**src/rtl/uart_report_sched.sv**
```systemverilog
// -----------------------------------------------------------------------------
// uart_report_sched
//
// Schedules time reports from two requesters (a manual one-shot button request
// and a periodic auto-report timer on the 100 Hz tick) and serialises each
// report as a fixed ASCII frame onto a valid/ready UART TX byte interface.
//
// Frame: tag ('C' clock / 'S' stopwatch), HH ':' MM ':' SS '.' CC, then an
// optional CR LF. Each time field is clamped to 99 and sent as two digits.
//
// Ports:
//   iClk        system clock
//   iRstn       asynchronous active-low reset
//   iTick100Hz  one-cycle 100 Hz enable pulse (auto timer time base)
//   iReqBtn     one-cycle manual report request
//   iAutoEn     level, enables the periodic auto report
//   iMode       1 = clock mode (tag 'C'), 0 = stopwatch mode (tag 'S')
//   iHour/iMin/iSec/iCenti  current time fields (7 bits each)
//   iTxReady    transmitter can accept a byte this cycle
//   oTxValid    oTxData holds a valid byte (only while sending)
//   oTxData     ASCII byte of the frame
//   oBusy       frame being loaded or sent
//   oFrameDone  one-cycle pulse after the last byte has been accepted
// -----------------------------------------------------------------------------
module uart_report_sched #(
   parameter int unsigned P_AUTO_PERIOD = 32'd100,
   parameter bit          P_CRLF        = 1'b1
) (
   input  logic       iClk,
   input  logic       iRstn,
   input  logic       iTick100Hz,
   input  logic       iReqBtn,
   input  logic       iAutoEn,
   input  logic       iMode,
   input  logic [6:0] iHour,
   input  logic [6:0] iMin,
   input  logic [6:0] iSec,
   input  logic [6:0] iCenti,
   input  logic       iTxReady,
   output logic       oTxValid,
   output logic [7:0] oTxData,
   output logic       oBusy,
   output logic       oFrameDone
);

   localparam logic [3:0]  LAST_IDX  = P_CRLF ? 4'd13 : 4'd11;
   localparam logic [15:0] AUTO_LAST = 16'(P_AUTO_PERIOD - 32'd1);

   typedef enum logic [1:0] {
      ST_IDLE = 2'd0,
      ST_LOAD = 2'd1,
      ST_SEND = 2'd2,
      ST_DONE = 2'd3
   } state_t;

   // Clamp a field to 99 and return {tens, ones} as ASCII digits.
   function automatic logic [15:0] to_ascii2(input logic [6:0] v);
      logic [6:0] c;
      logic [6:0] tens;
      logic [6:0] ones;
      c    = (v > 7'd99) ? 7'd99 : v;
      tens = c / 7'd10;
      ones = c - (tens * 7'd10);
      return {8'h30 + {1'b0, tens}, 8'h30 + {1'b0, ones}};
   endfunction

   // Frame byte at position idx. dig holds {hour, min, sec, centi}, two
   // ASCII digits each, tens digit in the upper byte of every pair.
   function automatic logic [7:0] frame_byte(input logic [3:0]  idx,
                                             input logic        mode,
                                             input logic [63:0] dig);
      logic [7:0] b;
      case (idx)
         4'd0:    b = mode ? 8'h43 : 8'h53;
         4'd1:    b = dig[63:56];
         4'd2:    b = dig[55:48];
         4'd3:    b = 8'h3A;
         4'd4:    b = dig[47:40];
         4'd5:    b = dig[39:32];
         4'd6:    b = 8'h3A;
         4'd7:    b = dig[31:24];
         4'd8:    b = dig[23:16];
         4'd9:    b = 8'h2E;
         4'd10:   b = dig[15:8];
         4'd11:   b = dig[7:0];
         4'd12:   b = 8'h0D;
         4'd13:   b = 8'h0A;
         default: b = 8'h00;
      endcase
      return b;
   endfunction

   state_t      state_q,     state_d;
   logic [3:0]  idx_q,       idx_d;
   logic [15:0] cnt_q,       cnt_d;
   logic        pend_btn_q,  pend_btn_d;
   logic        pend_auto_q, pend_auto_d;
   logic        mode_q,      mode_d;
   logic [63:0] dig_q,       dig_d;
   logic        tx_valid_q,  tx_valid_d;
   logic [7:0]  tx_data_q,   tx_data_d;
   logic        busy_q,      busy_d;
   logic        done_q,      done_d;
   logic        expire_s;

   // Next-state logic: auto timer, pending flags, arbitration, frame sequencing
   // and the next values of the registered outputs.
   always_comb begin
      state_d     = state_q;
      idx_d       = idx_q;
      cnt_d       = cnt_q;
      pend_btn_d  = pend_btn_q | iReqBtn;
      pend_auto_d = pend_auto_q;
      mode_d      = mode_q;
      dig_d       = dig_q;
      expire_s    = 1'b0;

      if (!iAutoEn) begin
         cnt_d = 16'd0;
      end else if (iTick100Hz) begin
         if (cnt_q == AUTO_LAST) begin
            cnt_d    = 16'd0;
            expire_s = 1'b1;
         end else begin
            cnt_d = cnt_q + 16'd1;
         end
      end else begin
         cnt_d = cnt_q;
      end

      case (state_q)
         ST_IDLE: begin
            // Manual wins; a button pulse this very cycle is served directly.
            if (pend_btn_q || iReqBtn) begin
               state_d    = ST_LOAD;
               pend_btn_d = 1'b0;
            end else if (pend_auto_q && iAutoEn) begin
               state_d     = ST_LOAD;
               pend_auto_d = 1'b0;
            end else begin
               state_d = ST_IDLE;
            end
         end
         ST_LOAD: begin
            mode_d  = iMode;
            dig_d   = {to_ascii2(iHour), to_ascii2(iMin),
                       to_ascii2(iSec),  to_ascii2(iCenti)};
            idx_d   = 4'd0;
            state_d = ST_SEND;
         end
         ST_SEND: begin
            // oTxValid is always high here, so iTxReady alone means acceptance.
            if (iTxReady) begin
               if (idx_q == LAST_IDX) begin
                  state_d = ST_DONE;
               end else begin
                  idx_d = idx_q + 4'd1;
               end
            end else begin
               state_d = ST_SEND;
            end
         end
         ST_DONE: begin
            idx_d   = 4'd0;
            state_d = ST_IDLE;
         end
         default: begin
            idx_d   = 4'd0;
            state_d = ST_IDLE;
         end
      endcase

      // A new expiry after serving still counts; disabling auto drops it.
      if (expire_s) begin
         pend_auto_d = 1'b1;
      end else begin
         pend_auto_d = pend_auto_d;
      end
      if (!iAutoEn) begin
         pend_auto_d = 1'b0;
      end else begin
         pend_auto_d = pend_auto_d;
      end

      // Outputs are registered from next-state values so they line up with
      // the state register without a cycle of lag.
      tx_valid_d = (state_d == ST_SEND);
      tx_data_d  = tx_valid_d ? frame_byte(idx_d, mode_d, dig_d) : 8'h00;
      busy_d     = (state_d == ST_LOAD) || (state_d == ST_SEND);
      done_d     = (state_d == ST_DONE);
   end

   // State, snapshot and output registers.
   always_ff @(posedge iClk or negedge iRstn) begin
      if (!iRstn) begin
         state_q     <= ST_IDLE;
         idx_q       <= 4'd0;
         cnt_q       <= 16'd0;
         pend_btn_q  <= 1'b0;
         pend_auto_q <= 1'b0;
         mode_q      <= 1'b0;
         dig_q       <= 64'd0;
         tx_valid_q  <= 1'b0;
         tx_data_q   <= 8'h00;
         busy_q      <= 1'b0;
         done_q      <= 1'b0;
      end else begin
         state_q     <= state_d;
         idx_q       <= idx_d;
         cnt_q       <= cnt_d;
         pend_btn_q  <= pend_btn_d;
         pend_auto_q <= pend_auto_d;
         mode_q      <= mode_d;
         dig_q       <= dig_d;
         tx_valid_q  <= tx_valid_d;
         tx_data_q   <= tx_data_d;
         busy_q      <= busy_d;
         done_q      <= done_d;
      end
   end

   assign oTxValid   = tx_valid_q;
   assign oTxData    = tx_data_q;
   assign oBusy      = busy_q;
   assign oFrameDone = done_q;

endmodule

```
**config.mk**
```make
export PLATFORM = sky130hd
export DESIGN_NAME = uart_report_sched
export DESIGN_NICKNAME = d
export VERILOG_FILES = /design/src/rtl/uart_report_sched.sv
export SDC_FILE = /design/constraint.sdc
export NUM_CORES = 1
export LEC_CHECK = 0
export ABC_AREA = 0
export BUFFER_PORTS_ARGS = -buffer_cell sky130_fd_sc_hd__buf_2
export CAP_MARGIN = 40
export CORE_ASPECT_RATIO = 0.8
export CORE_MARGIN = 2
export CORE_UTILIZATION = 60
export DETAILED_ROUTE_END_ITERATION = 10
export MAX_ROUTING_LAYER = met4
export PLACE_DENSITY = 0.9
export SYNTH_ARGS = -nofsm -noshare
export SYNTH_HDL_FRONTEND = slang
export SYNTH_SLANG_ARGS = --single-unit
```
**constraint.sdc**
```tcl
create_clock -name iClk -period 3.2 [get_ports iClk]
set_clock_uncertainty 0.15 [all_clocks]
set_input_delay 0.64 -clock iClk [delete_from_list [all_inputs] [get_ports iClk]]
set_output_delay 0.64 -clock iClk [all_outputs]
set_load 0.03 [all_outputs]
```
==> metrics.sh, run 1 <==
RESULT_OF_THE_RUN='aborted with a tool error'
OUTCOME.STOP_STAGE='5_1_grt'
FIRST-ERROR='[ERROR GRT-0232] Routing congestion too high. Check the congestion heatmap in the GUI.'
SYNTH.AVG_CELL_AREA_UM2=8.66
START_UTIL_PCT=62.1
CTS-HTREE-LEVELS=3
GRT_OVERFLOW=1533
GPL.FINAL_WEIGHTED_CONGESTION=1.03
DIE_H_UM=105
CTS_HOLD_BUFFERS=0
CTS-BUFFERS-INSERTED=9
YS_SEQ_ELEMENTS=100
SYNTHARSTFLOPSHARE_PCT=100
CTS_ROOT_BUFFER='sky130_fd_sc_hd__clkbuf_16'
SYNTH_AREA_UM2=7640
CTS_NUM_SINKS=100
GRT-WORST-ENDPOINT='oTxData[6]$_DFF_PN0_/D'
FLOORPLAN.IO_PINS=46
CTS.PATH.MAX_BUFFERS=2
PLACE.PORT_BUFFERS=45
PORTION_OF_SYNTHESIZED_CELL_AREA_OCCUPIED_BY_THE_LEADING_CELL_TYPE_PCT=32.7
PLACE.DETAILED.HPWL_MM=18.1
POST_SYNTH_EDFFS=0
GRT_START_MAX_NET_PINS=53
SYNTHESIS.YOSYS.WARNINGS=0
PLACEDINSTANCEAREA_UM2=10000
NUMBER_OF_ROWS_CREATED_AT_FLOORPLAN=36
DIE_WIDTH_UM=130
YOSYSUNIQUECELLTYPES=87
SYNTH_SEQ_AREA_SHARE_PCT=32.7
ENDPOINT_TYPE='sequential cell input'
NETLIST_TOP_CELLS_COUNT='sky130_fd_sc_hd__dfrtp_1, sky130_fd_sc_hd__inv_1, sky130_fd_sc_hd__nor2_1, sky130_fd_sc_hd__nand2_1, sky130_fd_sc_hd__ha_1'
SYNTH.TOP_CELLS.BY_AREA='sky130_fd_sc_hd__dfrtp_1, sky130_fd_sc_hd__ha_1, sky130_fd_sc_hd__inv_1'
YOSYSMOSTFREQUENTCELL='sky130_fd_sc_hd__dfrtp_1'
POST_SYNTH_INST_COUNT=882
SYNTH_TOP_CELL_BY_AREA='sky130_fd_sc_hd__dfrtp_1'
SYNTHESIS.NETS=978
GRT_RESOURCE_USAGE_TOTAL_PCT=109
YS.FLOP_TYPE='sky130_fd_sc_hd__dfrtp_1'
==> metal layers <==
| layer | overflow | global-route usage, % |
|---|---|---|
| met1 | 26 | 93.6 |
| met2 | 1053 | 137 |
| met3 | 41 | 84.4 |
| met4 | 413 | 123 |
| met5 | - | - |
==> stage by stage <==
| stage | instances | setup slack (ns) | TNS [ns] | hold WS (ns) |
|---|---|---|---|---|
| after detailed placement | 1248 | -3.09 | -79.97 | 0.284 |
| after CTS | 1314 | -2.66 | -58.89 | 0.201 |
| after global placement | 1248 | -2.77 | -70.61 | 0.285 |
| after floorplan | 882 | -2.88 | -67.41 | 0.194 |
==> what timing repair did <==
item / CTS
buffers inserted: 54
cloned: 0
resized for setup: 135
pin swaps: 93
endpoints found under the setup margin: 40
==> cell families after synthesis <==
logic type	Yosys count	synth area share, %
compound gates	244	22.4
xor+xnor	29	3.68
fa+ha+maj	61	10.8
buf+inv	119	6.93
flops	100	32.7
mux	18	2.60
simple gates	311	20.9
==> inputs of run 2 (changes only) <==
--- a/config.mk
+++ b/config.mk
@@ -8,12 +8,10 @@
 export ABC_AREA = 0
 export BUFFER_PORTS_ARGS = -buffer_cell sky130_fd_sc_hd__buf_2
 export CAP_MARGIN = 40
-export CORE_ASPECT_RATIO = 0.8
 export CORE_MARGIN = 2
-export CORE_UTILIZATION = 60
+export CORE_UTILIZATION = 40
 export DETAILED_ROUTE_END_ITERATION = 10
-export MAX_ROUTING_LAYER = met4
-export PLACE_DENSITY = 0.9
+export PLACE_DENSITY_LB_ADDON = 0.15
 export SYNTH_ARGS = -nofsm -noshare
 export SYNTH_HDL_FRONTEND = slang
 export SYNTH_SLANG_ARGS = --single-unit
==> run 2 against run 1 <==
  * The flow now finishes, with violations (negative setup slack)
  * Synthesized area unchanged
  * Synthesized cell count unchanged
==> metrics.sh, run 2 <==
DETAIL_ROUTE.FIRST_PASS.ITERATIONS=6
CLKLATENCYLATEPIN_NS=0.36
YOSYSMOSTFREQUENTCELL='sky130_fd_sc_hd__dfrtp_1'
POSTROUTEANTENNANETS=0
PATH_MAX_FANOUT=5
SYNTH.AVG_CELL_AREA_UM2=8.66
FINALWORSTSETUPSLACK_NS=-2.48
POST_ROUTE_CELLS_DRIVE_ABOVE_1_SHARE_PCT=46.7
WORST_R2R_ENDPOINT='oTxData[7]'
CRITPATHARRIVALTIME_NS=5.82
POWER_DENSITY_nW_PER_UM2=681
FAILING_CHECKS='negative setup slack'
STDCELL_AREA_UM2=11700
DRT_FIRST_ITER_VIOLATIONS=419
GRT_RESOURCE_USAGE_TOTAL_PCT=22.3
GPL.FINAL_WEIGHTED_CONGESTION=0.899
DIE_AREA_UM2=20200
RR_WORST_DEPTH=13
ANTENNA_FOUND_INITIAL=0
RESULT_OF_THE_RUN='complete, but fails checks'
R2R_SETUP_SLACK_NS=0.02
WORST_HOLD_MARGIN_NS=0.130
YS.FLOP_TYPE='sky130_fd_sc_hd__dfrtp_1'
DIE_H_UM=142
SYNTHARSTFLOPSHARE_PCT=100
SYNTH.TOP_CELLS.BY_AREA='sky130_fd_sc_hd__dfrtp_1, sky130_fd_sc_hd__ha_1, sky130_fd_sc_hd__inv_1'
YS_SEQ_ELEMENTS=100
GRT_SETUP_UNREPAIRED='true'
CTS-HTREE-LEVELS=3
SYNTH_AREA_UM2=7640
SYNTH-COMPOUND-AREA-SHARE_PCT=22.4
FINAL-HOLD-VIOLATION-COUNT=0
DETAILROUTE.VIA_COUNT=7391
SYNTHXORXNORAREAFRAC_PCT=3.68
CTS-BUFFERS-INSERTED=9
LARGEST_REGISTER_FF_COUNT=64
P_R_AREA_GROWTH_VS_SYN_PCT=52.8
YOSYSUNIQUECELLTYPES=87
GR-MAX-USAGE-LAYER='met2'
MET3_USAGE_PCT=3.47
FINAL_MIN_PERIOD_OVER_CLOCK_PERIOD_PCT=178
NETLIST_TOP_CELLS_COUNT='sky130_fd_sc_hd__dfrtp_1, sky130_fd_sc_hd__inv_1, sky130_fd_sc_hd__nor2_1, sky130_fd_sc_hd__nand2_1, sky130_fd_sc_hd__ha_1'
CTS.PATH.MAX_BUFFERS=2
PORTION_OF_SYNTHESIZED_CELL_AREA_OCCUPIED_BY_THE_LEADING_CELL_TYPE_PCT=32.7
SYNTH-SIMPLE-AREA-SHARE_PCT=20.9
MAXCLOCKFREQUENCY_GHz=0.176
FINAL_SLEW_VIOL_COUNT=0
WORST_PATH_MOST_REPEATED_CELL='sky130_fd_sc_hd__ha_4'
MAX_SLEW.WORST_PIN.SLEW_NS=0.671
REMAINING_DRC_ERRORS=0
GRT_START_MAX_NET_PINS=44
SYNTH_TOP_FAMILY_BY_AREA='compound AO/OA/AOI/OAI gates'
START_UTIL_PCT=40.8
SLOWEST_STAGE='sky130_fd_sc_hd__fa_1'
GRT_FIRST_PASS_WIRELENGTH_MM=36.2
REG2REG_FROM='state_q[1]'
SYNTHADDERAREAFRAC_PCT=10.8
CTS_HOLD_BUFFERS=0
VIA_PER_INST=5.32
CTS_TREE='built'
REQUIRED_NS=3.34
TIMING.HOLD.WORST.CLASS='input port to asynchronous set/reset pin'
POWER.LEAKAGE_uW=0.00524
GRT_PASS1_VIAS=7369
COREAREA_UM2=18700
GRT_OVERFLOW=0
IR_DROP_mV=0.318
MOST-COMMON-LAYOUT-CELLS='sky130_fd_sc_hd__buf_4, sky130_fd_sc_hd__dfrtp_1, sky130_fd_sc_hd__nor2_1, sky130_fd_sc_hd__inv_1, sky130_fd_sc_hd__nand2_1'
SYNTHMUXAREASHARE_PCT=2.60
CRITICAL-PATH-MAX-STAGE-DELAY_NS=0.52
WORSTSETUPPATHTYPE='input port to flop'
FINALSETUPVIOLCOUNT=40
MOSTFREQUENTLAYOUTCELL='sky130_fd_sc_hd__buf_4'
FINISH.UTILIZATION_PCT=62.4
PLACEDINSTANCEAREA_UM2=10200
CLK_PIN_SLEW_WORST_PATHS_NS=0.08
CP-START-KIND='input port'
POST_SYNTH_EDFFS=0
SYNTH_TOP_CELL_BY_AREA='sky130_fd_sc_hd__dfrtp_1'
PLACE.PORT_BUFFERS=45
SYNTHESIS.YOSYS.WARNINGS=0
POST_SYNTH_INST_COUNT=882
CTS_NUM_SINKS=100
ROUTED_WL_MM=22.0
PLACE.DETAILED.HPWL_MM=16.3
SLEW_HEADROOM_PCT=54.9
CAP_VIOL_MAX_COUNT=0
NUMBER_OF_ROWS_CREATED_AT_FLOORPLAN=50
INSERTEDDIODECOUNT=0
DPL.CELL_COUNT=1332
DIE_WIDTH_UM=142
CTS_ROOT_BUFFER='sky130_fd_sc_hd__clkbuf_16'
ROUTED_WIRE_LENGTH_PER_INSTANCE_UM=15.9
LARGEST-REGISTER='dig_q'
SYNTH_SEQ_AREA_SHARE_PCT=32.7
SYNTHESIS.NETS=978
GRT.MET1_USAGE_PCT=29.4
FINAL_NET_COUNT=1246
GR-USAGE-MET2_PCT=38.1
FLOORPLAN.IO_PINS=46
ELEMENT_TYPE_AT_THE_CRITICAL_PATH_END='flop'
FINAL.MIN_CLOCK_PERIOD_NS=5.68
FINAL_CELL_COUNT_NO_FILL=1389
-- run 2: area by class of cell --
| type | instances | area (um^2) |
|---|---|---|
| well taps | 234 | 293 |
| clock inverters | 5 | 42.5 |
| clock buffers | 11 | 253 |
| flip-flops and latches | 100 | 2500 |
| inverters | 75 | 289 |
| repair buffers | 301 | 2300 |
| multi-input cells | 663 | 6000 |
| fillers | 1577 | 7030 |
-- run 2: kinds of logic (layout without fill, tap and decap cells) --
group                    after synthesis  after routing
AND/OR/NAND/NOR                      311            311
multiplexers                          18             18
AO/OA/AOI/OAI                        244            244
flip-flops                           100            100
adder cells (fa/ha/maj)               61             61
XOR/XNOR                              29             29
buffers and inverters                119            392
-- run 2: critical path, delay by kind of cell --
kind,cells,cell delay (ns)
AOI/OAI and AO/OA,10,1.94
adders and majority gates,7,1.58
and+or+nand+nor,6,1.02
xor gates and xnor gates,2,0.28
buffers and inverters,4,0.23
muxes,1,0.10
-- run 2: what timing repair did --
item | 4_1_cts | 5_1_grt
buffers inserted | 27 | 21
endpoints found under the setup margin | 40 | 40
endpoints found under the hold margin | 0 | 0
resized for setup | 93 | 63
pin swaps | 79 | 59
-- run 2: layer usage --
layer,vias up,wire (um)
met5,-,0
met1,3567,10000
met4,0,350
met3,26,686
met2,114,11000
li1,3684,-
-- run 2: stage by stage --
stage          setup TNS (ns)  setup WS [ns]  power, uW
3_3_place_gp           -73.66          -2.82       5890
4_1_cts                -53.94          -2.52       7520
5_1_grt                -61.71          -2.72       8480
2_1_floorplan          -67.41          -2.88       4520
3_5_place_dp           -76.47          -3.00       5960
6_report               -55.34          -2.48       7950
-- run 2: how the worst max path moves through the flow --
stage / from / to / slack, ns
floorplan: iHour[6] / oTxData[6] / -2.88
global placement: iMin[5] / oTxData[6] / -2.82
detailed placement: iMin[5] / oTxData[6] / -3.00
CTS: iMin[6] / oTxData[6] / -2.52
global route: iMin[6] / oTxData[6] / -2.72
finish: iMin[6] / oTxData[6] / -2.48
-- run 2: power breakdown --
group | internal, uW | leakage, uW | switching, uW | total [uW]
combinational | 2490 | 0.00388 | 2600 | 5090
sequential | 1650 | 0.00122 | 110 | 1760
clock | 581 | 0.000143 | 522 | 1100
total | 4720 | 0.00524 | 3230 | 7950
(Power assumes the default switching activity.)
